### config.mk
export PLATFORM = sky130hd
export DESIGN_NAME = xrdport_flat
export DESIGN_NICKNAME = d
export VERILOG_FILES = /design/src/rtl/xrdport_if.sv /design/src/rtl/xrdport.sv /design/src/flat_wrapper.sv
export SDC_FILE = /design/constraint.sdc
export NUM_CORES = 1
export LEC_CHECK = 0
export CAP_MARGIN = 20
export CORE_UTILIZATION = 35
export CTS_CLUSTER_SIZE = 10
export DETAILED_ROUTE_END_ITERATION = 7
export GPL_TIMING_DRIVEN = 1
export SYNTH_ARGS = -nofsm -noshare
export SYNTH_HDL_FRONTEND = slang
export SYNTH_SLANG_ARGS = --single-unit
### constraint.sdc
create_clock -name clk_i -period 2.65 [get_ports clk_i]
set_input_delay 0.265 -clock clk_i [delete_from_list [all_inputs] [get_ports clk_i]]
set_output_delay 0.265 -clock clk_i [all_outputs]
set_load 0.005 [all_outputs]
### src/rtl/xrdport_if.sv
// Stream-side handshake bundle for xrdport.
// The master end is the read port, which produces FWFT data.
// The slave end is the downstream consumer.
interface xrdport_if #(
  parameter int DATA_W = 32
);
  logic [DATA_W-1:0] data_o;
  logic              valid_o;
  logic              ready_i;

  modport master (output data_o, output valid_o, input ready_i);
  modport slave  (input data_o, input valid_o, output ready_i);
endinterface

### src/rtl/xrdport.sv
// xrdport: read port between an address generator and a synchronous RAM.
//
// - Read requests are issued to the RAM.
// - The returning data is buffered in a small FWFT FIFO.
// - The data is presented as a valid/ready stream.
//
// Credit-based stall: the generator is paused when the buffered words plus
// the in-flight read would use up the FIFO. Because of this, a push can never
// find the FIFO full.
//
// Optional feature: define XRDPORT_STALL_CNT_EN to add stall_cnt_o. This is a
// saturating 16-bit count of request cycles that were stalled by pause_o.
module xrdport #(
  parameter int MEM_ADDR_W = 10,
  parameter int DATA_W     = 32,
  parameter int FIFO_DEPTH = 4
) (
  input  logic                  clk_i,
  input  logic                  rstn_i,
  input  logic                  clear_i,
  input  logic [MEM_ADDR_W-1:0] addr_i,
  input  logic                  mem_en_i,
  input  logic                  done_i,
  output logic                  pause_o,
  output logic                  mem_en_o,
  output logic [MEM_ADDR_W-1:0] mem_addr_o,
  input  logic [DATA_W-1:0]     mem_data_i,
  xrdport_if.master             strm_if,
  output logic                  done_o
`ifdef XRDPORT_STALL_CNT_EN
  ,
  output logic [15:0]           stall_cnt_o
`endif
);

  localparam int PTR_W = $clog2(FIFO_DEPTH);
  localparam int CNT_W = PTR_W + 1;
  localparam logic [CNT_W:0] PAUSE_LVL = (CNT_W + 1)'(FIFO_DEPTH - 1);

  logic [DATA_W-1:0] r_mem [FIFO_DEPTH];
  logic [PTR_W-1:0]  r_wr_ptr;
  logic [PTR_W-1:0]  r_rd_ptr;
  logic [CNT_W-1:0]  r_count;
  logic              r_rd_pend;

  logic [CNT_W:0]    w_inflight;
  logic              w_pause;
  logic              w_push;
  logic              w_pop;
  logic              w_valid;

  // Stall the generator from registered state only: buffered + in-flight words.
  always_comb begin
    w_inflight = {1'b0, r_count} + {{CNT_W{1'b0}}, r_rd_pend};
    w_pause    = (w_inflight >= PAUSE_LVL);
  end

  // RAM request path and the stream/handshake decodes.
  always_comb begin
    mem_en_o   = mem_en_i & ~w_pause & ~clear_i;
    mem_addr_o = addr_i;
    pause_o    = w_pause;
    w_valid    = (r_count != '0);
    w_push     = r_rd_pend & ~clear_i;
    w_pop      = w_valid & strm_if.ready_i & ~clear_i;
    done_o     = done_i & (r_count == '0) & ~r_rd_pend;
  end

  // Drive the FWFT head directly from storage at the read pointer.
  always_comb begin
    strm_if.valid_o = w_valid;
    strm_if.data_o  = r_mem[r_rd_ptr];
  end

  // Track which cycle carries valid RAM read data.
  // Clear drops it, because mem_en_o is gated by clear_i.
  always_ff @(posedge clk_i or negedge rstn_i) begin
    if (!rstn_i) begin
      r_rd_pend <= 1'b0;
    end else begin
      r_rd_pend <= mem_en_o;
    end
  end

  // FIFO pointers and occupancy.
  // Clear wins over a push or pop in the same cycle.
  always_ff @(posedge clk_i or negedge rstn_i) begin
    if (!rstn_i) begin
      r_wr_ptr <= '0;
      r_rd_ptr <= '0;
      r_count  <= '0;
    end else if (clear_i) begin
      r_wr_ptr <= '0;
      r_rd_ptr <= '0;
      r_count  <= '0;
    end else begin
      if (w_push) begin
        r_wr_ptr <= r_wr_ptr + PTR_W'(1);
      end
      if (w_pop) begin
        r_rd_ptr <= r_rd_ptr + PTR_W'(1);
      end
      if (w_push && !w_pop) begin
        r_count <= r_count + CNT_W'(1);
      end else if (w_pop && !w_push) begin
        r_count <= r_count - CNT_W'(1);
      end
    end
  end

  // Write returning RAM data into storage. The storage itself has no reset.
  always_ff @(posedge clk_i) begin
    if (w_push) begin
      r_mem[r_wr_ptr] <= mem_data_i;
    end
  end

`ifdef XRDPORT_STALL_CNT_EN
  logic [15:0] r_stall_cnt;

  // Count requests held off by pause_o, saturating at all-ones.
  always_ff @(posedge clk_i or negedge rstn_i) begin
    if (!rstn_i) begin
      r_stall_cnt <= '0;
    end else if (clear_i) begin
      r_stall_cnt <= '0;
    end else if (mem_en_i && w_pause && (r_stall_cnt != 16'hFFFF)) begin
      r_stall_cnt <= r_stall_cnt + 16'd1;
    end
  end

  assign stall_cnt_o = r_stall_cnt;
`endif

endmodule
### src/flat_wrapper.sv
// flat-port wrapper written by rule: the top's interface ports become plain ports
module xrdport_flat 
#(
  parameter int MEM_ADDR_W = 10,
  parameter int DATA_W     = 32,
  parameter int FIFO_DEPTH = 4
)
  (clk_i, rstn_i, clear_i, addr_i, mem_en_i, done_i, pause_o, mem_en_o, mem_addr_o, mem_data_i, done_o, strm_if_data_o, strm_if_valid_o, strm_if_ready_i);
  xrdport_if #(.DATA_W(DATA_W)) strm_if_i ();
  input  logic clk_i;
  input  logic rstn_i;
  input  logic clear_i;
  input  logic [MEM_ADDR_W-1:0] addr_i;
  input  logic mem_en_i;
  input  logic done_i;
  output logic pause_o;
  output logic mem_en_o;
  output logic [MEM_ADDR_W-1:0] mem_addr_o;
  input  logic [DATA_W-1:0] mem_data_i;
  output logic done_o;
  output wire logic [$bits(strm_if_i.data_o)-1:0] strm_if_data_o;
  output wire logic [$bits(strm_if_i.valid_o)-1:0] strm_if_valid_o;
  input wire logic [$bits(strm_if_i.ready_i)-1:0] strm_if_ready_i;
  assign strm_if_data_o = strm_if_i.data_o;
  assign strm_if_valid_o = strm_if_i.valid_o;
  assign strm_if_i.ready_i = strm_if_ready_i;
  xrdport #(.MEM_ADDR_W(MEM_ADDR_W), .DATA_W(DATA_W), .FIFO_DEPTH(FIFO_DEPTH)) u_core (.clk_i(clk_i), .rstn_i(rstn_i), .clear_i(clear_i), .addr_i(addr_i), .mem_en_i(mem_en_i), .done_i(done_i), .pause_o(pause_o), .mem_en_o(mem_en_o), .mem_addr_o(mem_addr_o), .mem_data_i(mem_data_i), .strm_if(strm_if_i), .done_o(done_o));
endmodule
## Word level (Yosys, flattened, before mapping)

Memory sizes are Yosys's and may differ from the RTL's.
Cells that the tools add are included.

- Multiplexer cells: 9
- Bitwise gates (word level): 10
- $lt $le $gt $ge: 1
- Add/sub/neg operators: 5
- Reductions and logical operators: 9

Operator list:

| cell | count |
|---|---|
| two-way mux 3 bit | 3 |
| two-way mux 2 bit | 4 |
| AND 1 bit | 7 |
| nonzero test 3 bit | 2 |
| adder 2 x 1 -> 2 bit (second input constant) | 2 |
| adder 3 x 1 -> 4 bit | 1 |
| >= comparator 4 x 2 -> 1 bit (second input constant) | 1 |
| nonzero test 2 bit | 2 |
| adder 3 x 1 -> 3 bit (second input constant) | 1 |
| zero test 3 bit | 1 |
| inverter 1 bit | 3 |
| subtractor 3 x 1 -> 3 bit (second input constant) | 1 |
| logical AND 1 bit | 2 |
| zero test 1 bit | 2 |
| two-way mux 1 bit | 2 |

- Memories: 1
- Logic and storage cells: 39
- Register bits: 8
- RAM bits: 128
- Input port bits: 48
- Output and inout bits: 46

Memories:

| name | depth | width | read ports | clocked after memory_dff | write ports | RTL line | text |
|---|---|---|---|---|---|---|---|
| u_core.r_mem | 4 | 32 | 1 | 0 | 1 | xrdport.sv:40 | `logic [DATA_W-1:0] r_mem [FIFO_DEPTH];` |

## Logic depth before layout (Yosys ltp)

- Word-level depth: 7
- Depth in mapped cells: 7
- Gate-level depth less buffers: 6

## Least setup slack after synthesis

OpenSTA, ideal clock, no wires.

- Path kind: register to register
- Start point: register u_core.r_rd_pend
- End point: memory u_core.r_mem[0][0], enable pin
- Period minus slack after synthesis: 1994 ps
- Cell stages (with the launch flop): 4
- Data arrival time: 1602 ps
- Setup slack: 656 ps
- Setup time: 392 ps
- Required time: 2258 ps
- Buffers on the path: 1
- Path through: dfrtp_1 buf_2 nor2b_1 and2_1

- Cells in the longest elaborated chain, start to end: 3

Ends and longest elaborated chain:

| item | RTL line | text |
|---|---|---|
| from (decl) | xrdport.sv:44 | `logic r_rd_pend;` |
| from (signal assigned) | xrdport.sv:81 | `r_rd_pend <= mem_en_o;` |
| AND 1 bit | xrdport.sv:64 | `w_push = r_rd_pend & ~clear_i;` |
| two-way mux 1 bit | xrdport.sv:113 | `if (w_push) begin` |
| two-way mux 1 bit (implied by the code) | xrdport.sv:114 | `r_mem[r_wr_ptr] <= mem_data_i;` |
| to (decl) | xrdport.sv:40 |  |

Every way passes these cells.

## Worst setup path after layout

- Start point: register u_core.r_rd_ptr[0]
- End point: output strm_if_data_o[23]

- Cells in the longest elaborated chain, start to end: 1

Ends and longest elaborated chain:

| item | RTL line | text |
|---|---|---|
| from (decl) | xrdport.sv:42 | `logic [PTR_W-1:0] r_rd_ptr;` |
| from (signal assigned) | xrdport.sv:101 | `r_rd_ptr <= r_rd_ptr + PTR_W'(1);` |
| memory (4 x 32 bit) | -- |  |
| to (decl) | flat_wrapper.sv:21 | `output wire logic [$bits(strm_if_i.data_o)-1:0] strm_if_data_o;` |

Every way passes these cells.

==> summary.txt <==
Max H-tree Level = 4
Syn. warnings = 0
slew margin rel. = 72.5%
routed wire length = 9.40 mm
crit-path max cell delay = 570 ps
Non-Filler Instances = 524
Clk pin slew, worst setup/hold paths = 60 ps
Via density = 4.80
gpl congestion = 0.757
sequential area share after synthesis = 76.1%
first-pass GRT wire length = 14.6 mm
Leak = 0.00226 uW
CTS Buf Count = 17
# fillers = 1241
CTS Buffer Depth = 2
multi-input logic area = 1100 um2
layout cells sized above 1 = 22.9%
FF/Latch Area = 4050 um2
WP depth = 3
Worst Max-Slew Pin Slew = 411 ps
status = finished with violations
Simple-Gate Fraction of Synth Area = 1.98%
RSZ-0062 raised after global routing = false
DR vias = 2516
FP Rows = 44
Fmax = 0.403 GHz
dpl ws = 308 ps
crit path launch type = register
Net Count, Synth = 295
violated checks = design-rule violations
commonest non-fill, non-tap cell in the layout = edfxtp_1
# clock sinks = 136
Clock Skew = 8.79 ps
largest net degree at the start of global routing = 23
synthesized area per cell = 22.1 um2
Synth Area in XOR/XNOR = 0.824%
CP endpoint kind = primary output
internal reg-to-reg setup slack = 580 ps
drt pass-1 iters = 6
critical path fanouts, max = 16
Reg-to-Reg Start = u_core.r_rd_pend
Setup violations, final = 0
Port Buffers = 73
Initial Util = 36.1%
DR WL/cell = 17.9 um
WS Path Type = register to primary output
Core ar. = 14700 um2
post-route setup slack = 171 ps
power per cell area = 922 nW/um2
Synth top area share = 72.4%
CTS tree = built
area leader, netlist = edfxtp_1
max-slew violations = 0
hold_ws = 146 ps
DRC = 14
area delta synth->final = 29.3%
ANT nets after route = 0
worst hold path type = input pin to asynchronous set/reset pin
Critical-path top delay cell = mux4_1
post-synthesis cell type count = 32
post-DP HPWL = 5.81 mm
sum of negative setup slack = 0 ps
Worst Path Arrival = 2210 ps
Mapped Cells = 240
crit path cell chain = buf_12 > mux4_1 > clkdlybuf4s50_1
Pwr Total = 6340 uW
placed cells = 489
gr usage total = 13.0%
most frequent cells in the layout = edfxtp_1 (128), clkdlybuf4s50_1 (73), mux4_2 (28)
worst vdd ir = 0.478 mV
drt initial violations = 171
Max Cap Violations = 0
Root Buffer = clkbuf_16
die height = 125 um
Min Clock Period, post-route = 2480 ps
Synth Cell Area = 5310 um2
diodes inserted = 0
initial antenna violation count = 0
flops & latches, synth = 136
worst r2r path cells = 6
die area = 15700 um2
WP buf/inv = 2
Adder-Cell Fraction of Synth Area = 1.79%
final hold viol count = 0
WP data required = 2380 ps
clk_lat worst skew = 410 ps
mux contribution to synthesized area = 14.0%
Nets = 382
complex-gate fraction of the synthesized area = 2.05%
Die W = 125 um
r2r endpoint = u_core.r_count[1]
Ports = 94
hold_buf cts = 0
Crit path max-delay family = buffers and inverters
fin crit share = 93.6%
vias in the first global route = 2647
GR Overflow Total = 0
main combinational cell family by area after synthesis = multiplexers
Synth area leaders = edfxtp_1 (72%), mux4_2 (12%), dfrtp_1 (3.8%)
==> per-layer routing <==
metal	vias up	part of all wire [%]	track usage [%]
li1	1157	-	-
met1	1281	43	15.7
met2	63	49	20.3
met3	15	6.5	5.31
met4	0	1.7	6.38
met5	-	0	0
==> cells by family (layout without fill, tap and decap cells) <==
| group | Yosys count | after routing |
|---|---|---|
| compound gates | 13 | 13 |
| xor+xnor | 5 | 5 |
| fa+ha+maj | 7 | 7 |
| buf+inv | 26 | 126 |
| flops | 136 | 136 |
| mux | 33 | 33 |
| simple gates | 20 | 20 |
==> layout make-up <==
type                       count  share of cell area, %
sequential                   136                   58.9
multi-input combinational     78                   16.1
timing repair buffer          88                   12.8
clock buffer                  19                   6.30
tap                          184                   3.35
clock inverter                13                   2.22
inverter                       6                  0.328
==> synth_stat cells <==
| master | instances |
|---|---|
| dfrtp_1 | 8 |
| nor3b_1 | 1 |
| nand2_1 | 2 |
| o311ai_0 | 1 |
| or3_1 | 1 |
| a32oi_1 | 1 |
| mux2i_1 | 1 |
| o31ai_4 | 1 |
| o2111a_1 | 1 |
| clkbuf_1 | 2 |
| a21boi_0 | 1 |
| a21o_1 | 1 |
| o21ai_0 | 2 |
| buf_2 | 4 |
| xor2_1 | 2 |
| nor2_1 | 8 |
| edfxtp_1 | 128 |
| mux4_2 | 28 |
| buf_4 | 10 |
| nor2b_1 | 1 |
| a221oi_1 | 1 |
| o32a_1 | 1 |
| a21oi_1 | 3 |
| mux4_1 | 4 |
| ha_1 | 6 |
| nand3b_1 | 1 |
| fa_1 | 1 |
| buf_6 | 4 |
| xnor2_1 | 3 |
| and3b_1 | 1 |
| and2_1 | 5 |
| inv_1 | 6 |
==> stage by stage <==
stage,cell area [um2],utilization (%)
2_1_floorplan,5310,-
3_5_place_dp,6260,42.6
5_1_grt,6870,46.7
3_3_place_gp,6260,42.6
4_1_cts,6850,46.6
6_report,6870,46.7
==> what timing repair did <==
item	4_1_cts	5_1_grt
setup endpoints to repair	1	1
gates resized for setup	1	1
hold endpoints to repair	0	0
buffers inserted	0	3
==> sequential cells by signal, summed over array words and instances (netlist names) <==
| name | count |
|---|---|
| u_core.r_mem | 128 |
| u_core.r_count | 3 |
| u_core.r_rd_ptr | 2 |
| u_core.r_wr_ptr | 2 |
| u_core.r_rd_pend | 1 |
==> worst max-delay path by stage <==
stage	start	to	slack (ps)
after floorplan	u_core.r_rd_pend	u_core.r_mem[0][0]	660
after global placement	strm_if_ready_i	u_core.r_count[2]	410
after detailed placement	strm_if_ready_i	u_core.r_count[2]	310
after CTS	u_core.r_count[0]	mem_en_o	50
after global routing	u_core.r_count[0]	mem_en_o	10
final	u_core.r_rd_ptr[0]	strm_if_data_o[23]	170
==> power by group <==
part           leakage (uW)  total (uW)  internal [uW]  switching [uW]
Combinational      0.000723        1450            923             526
Sequential          0.00126        2580           2460             119
Clock              0.000282        2310           1470             835
No activity file was read; power rests on OpenSTA's default activity.
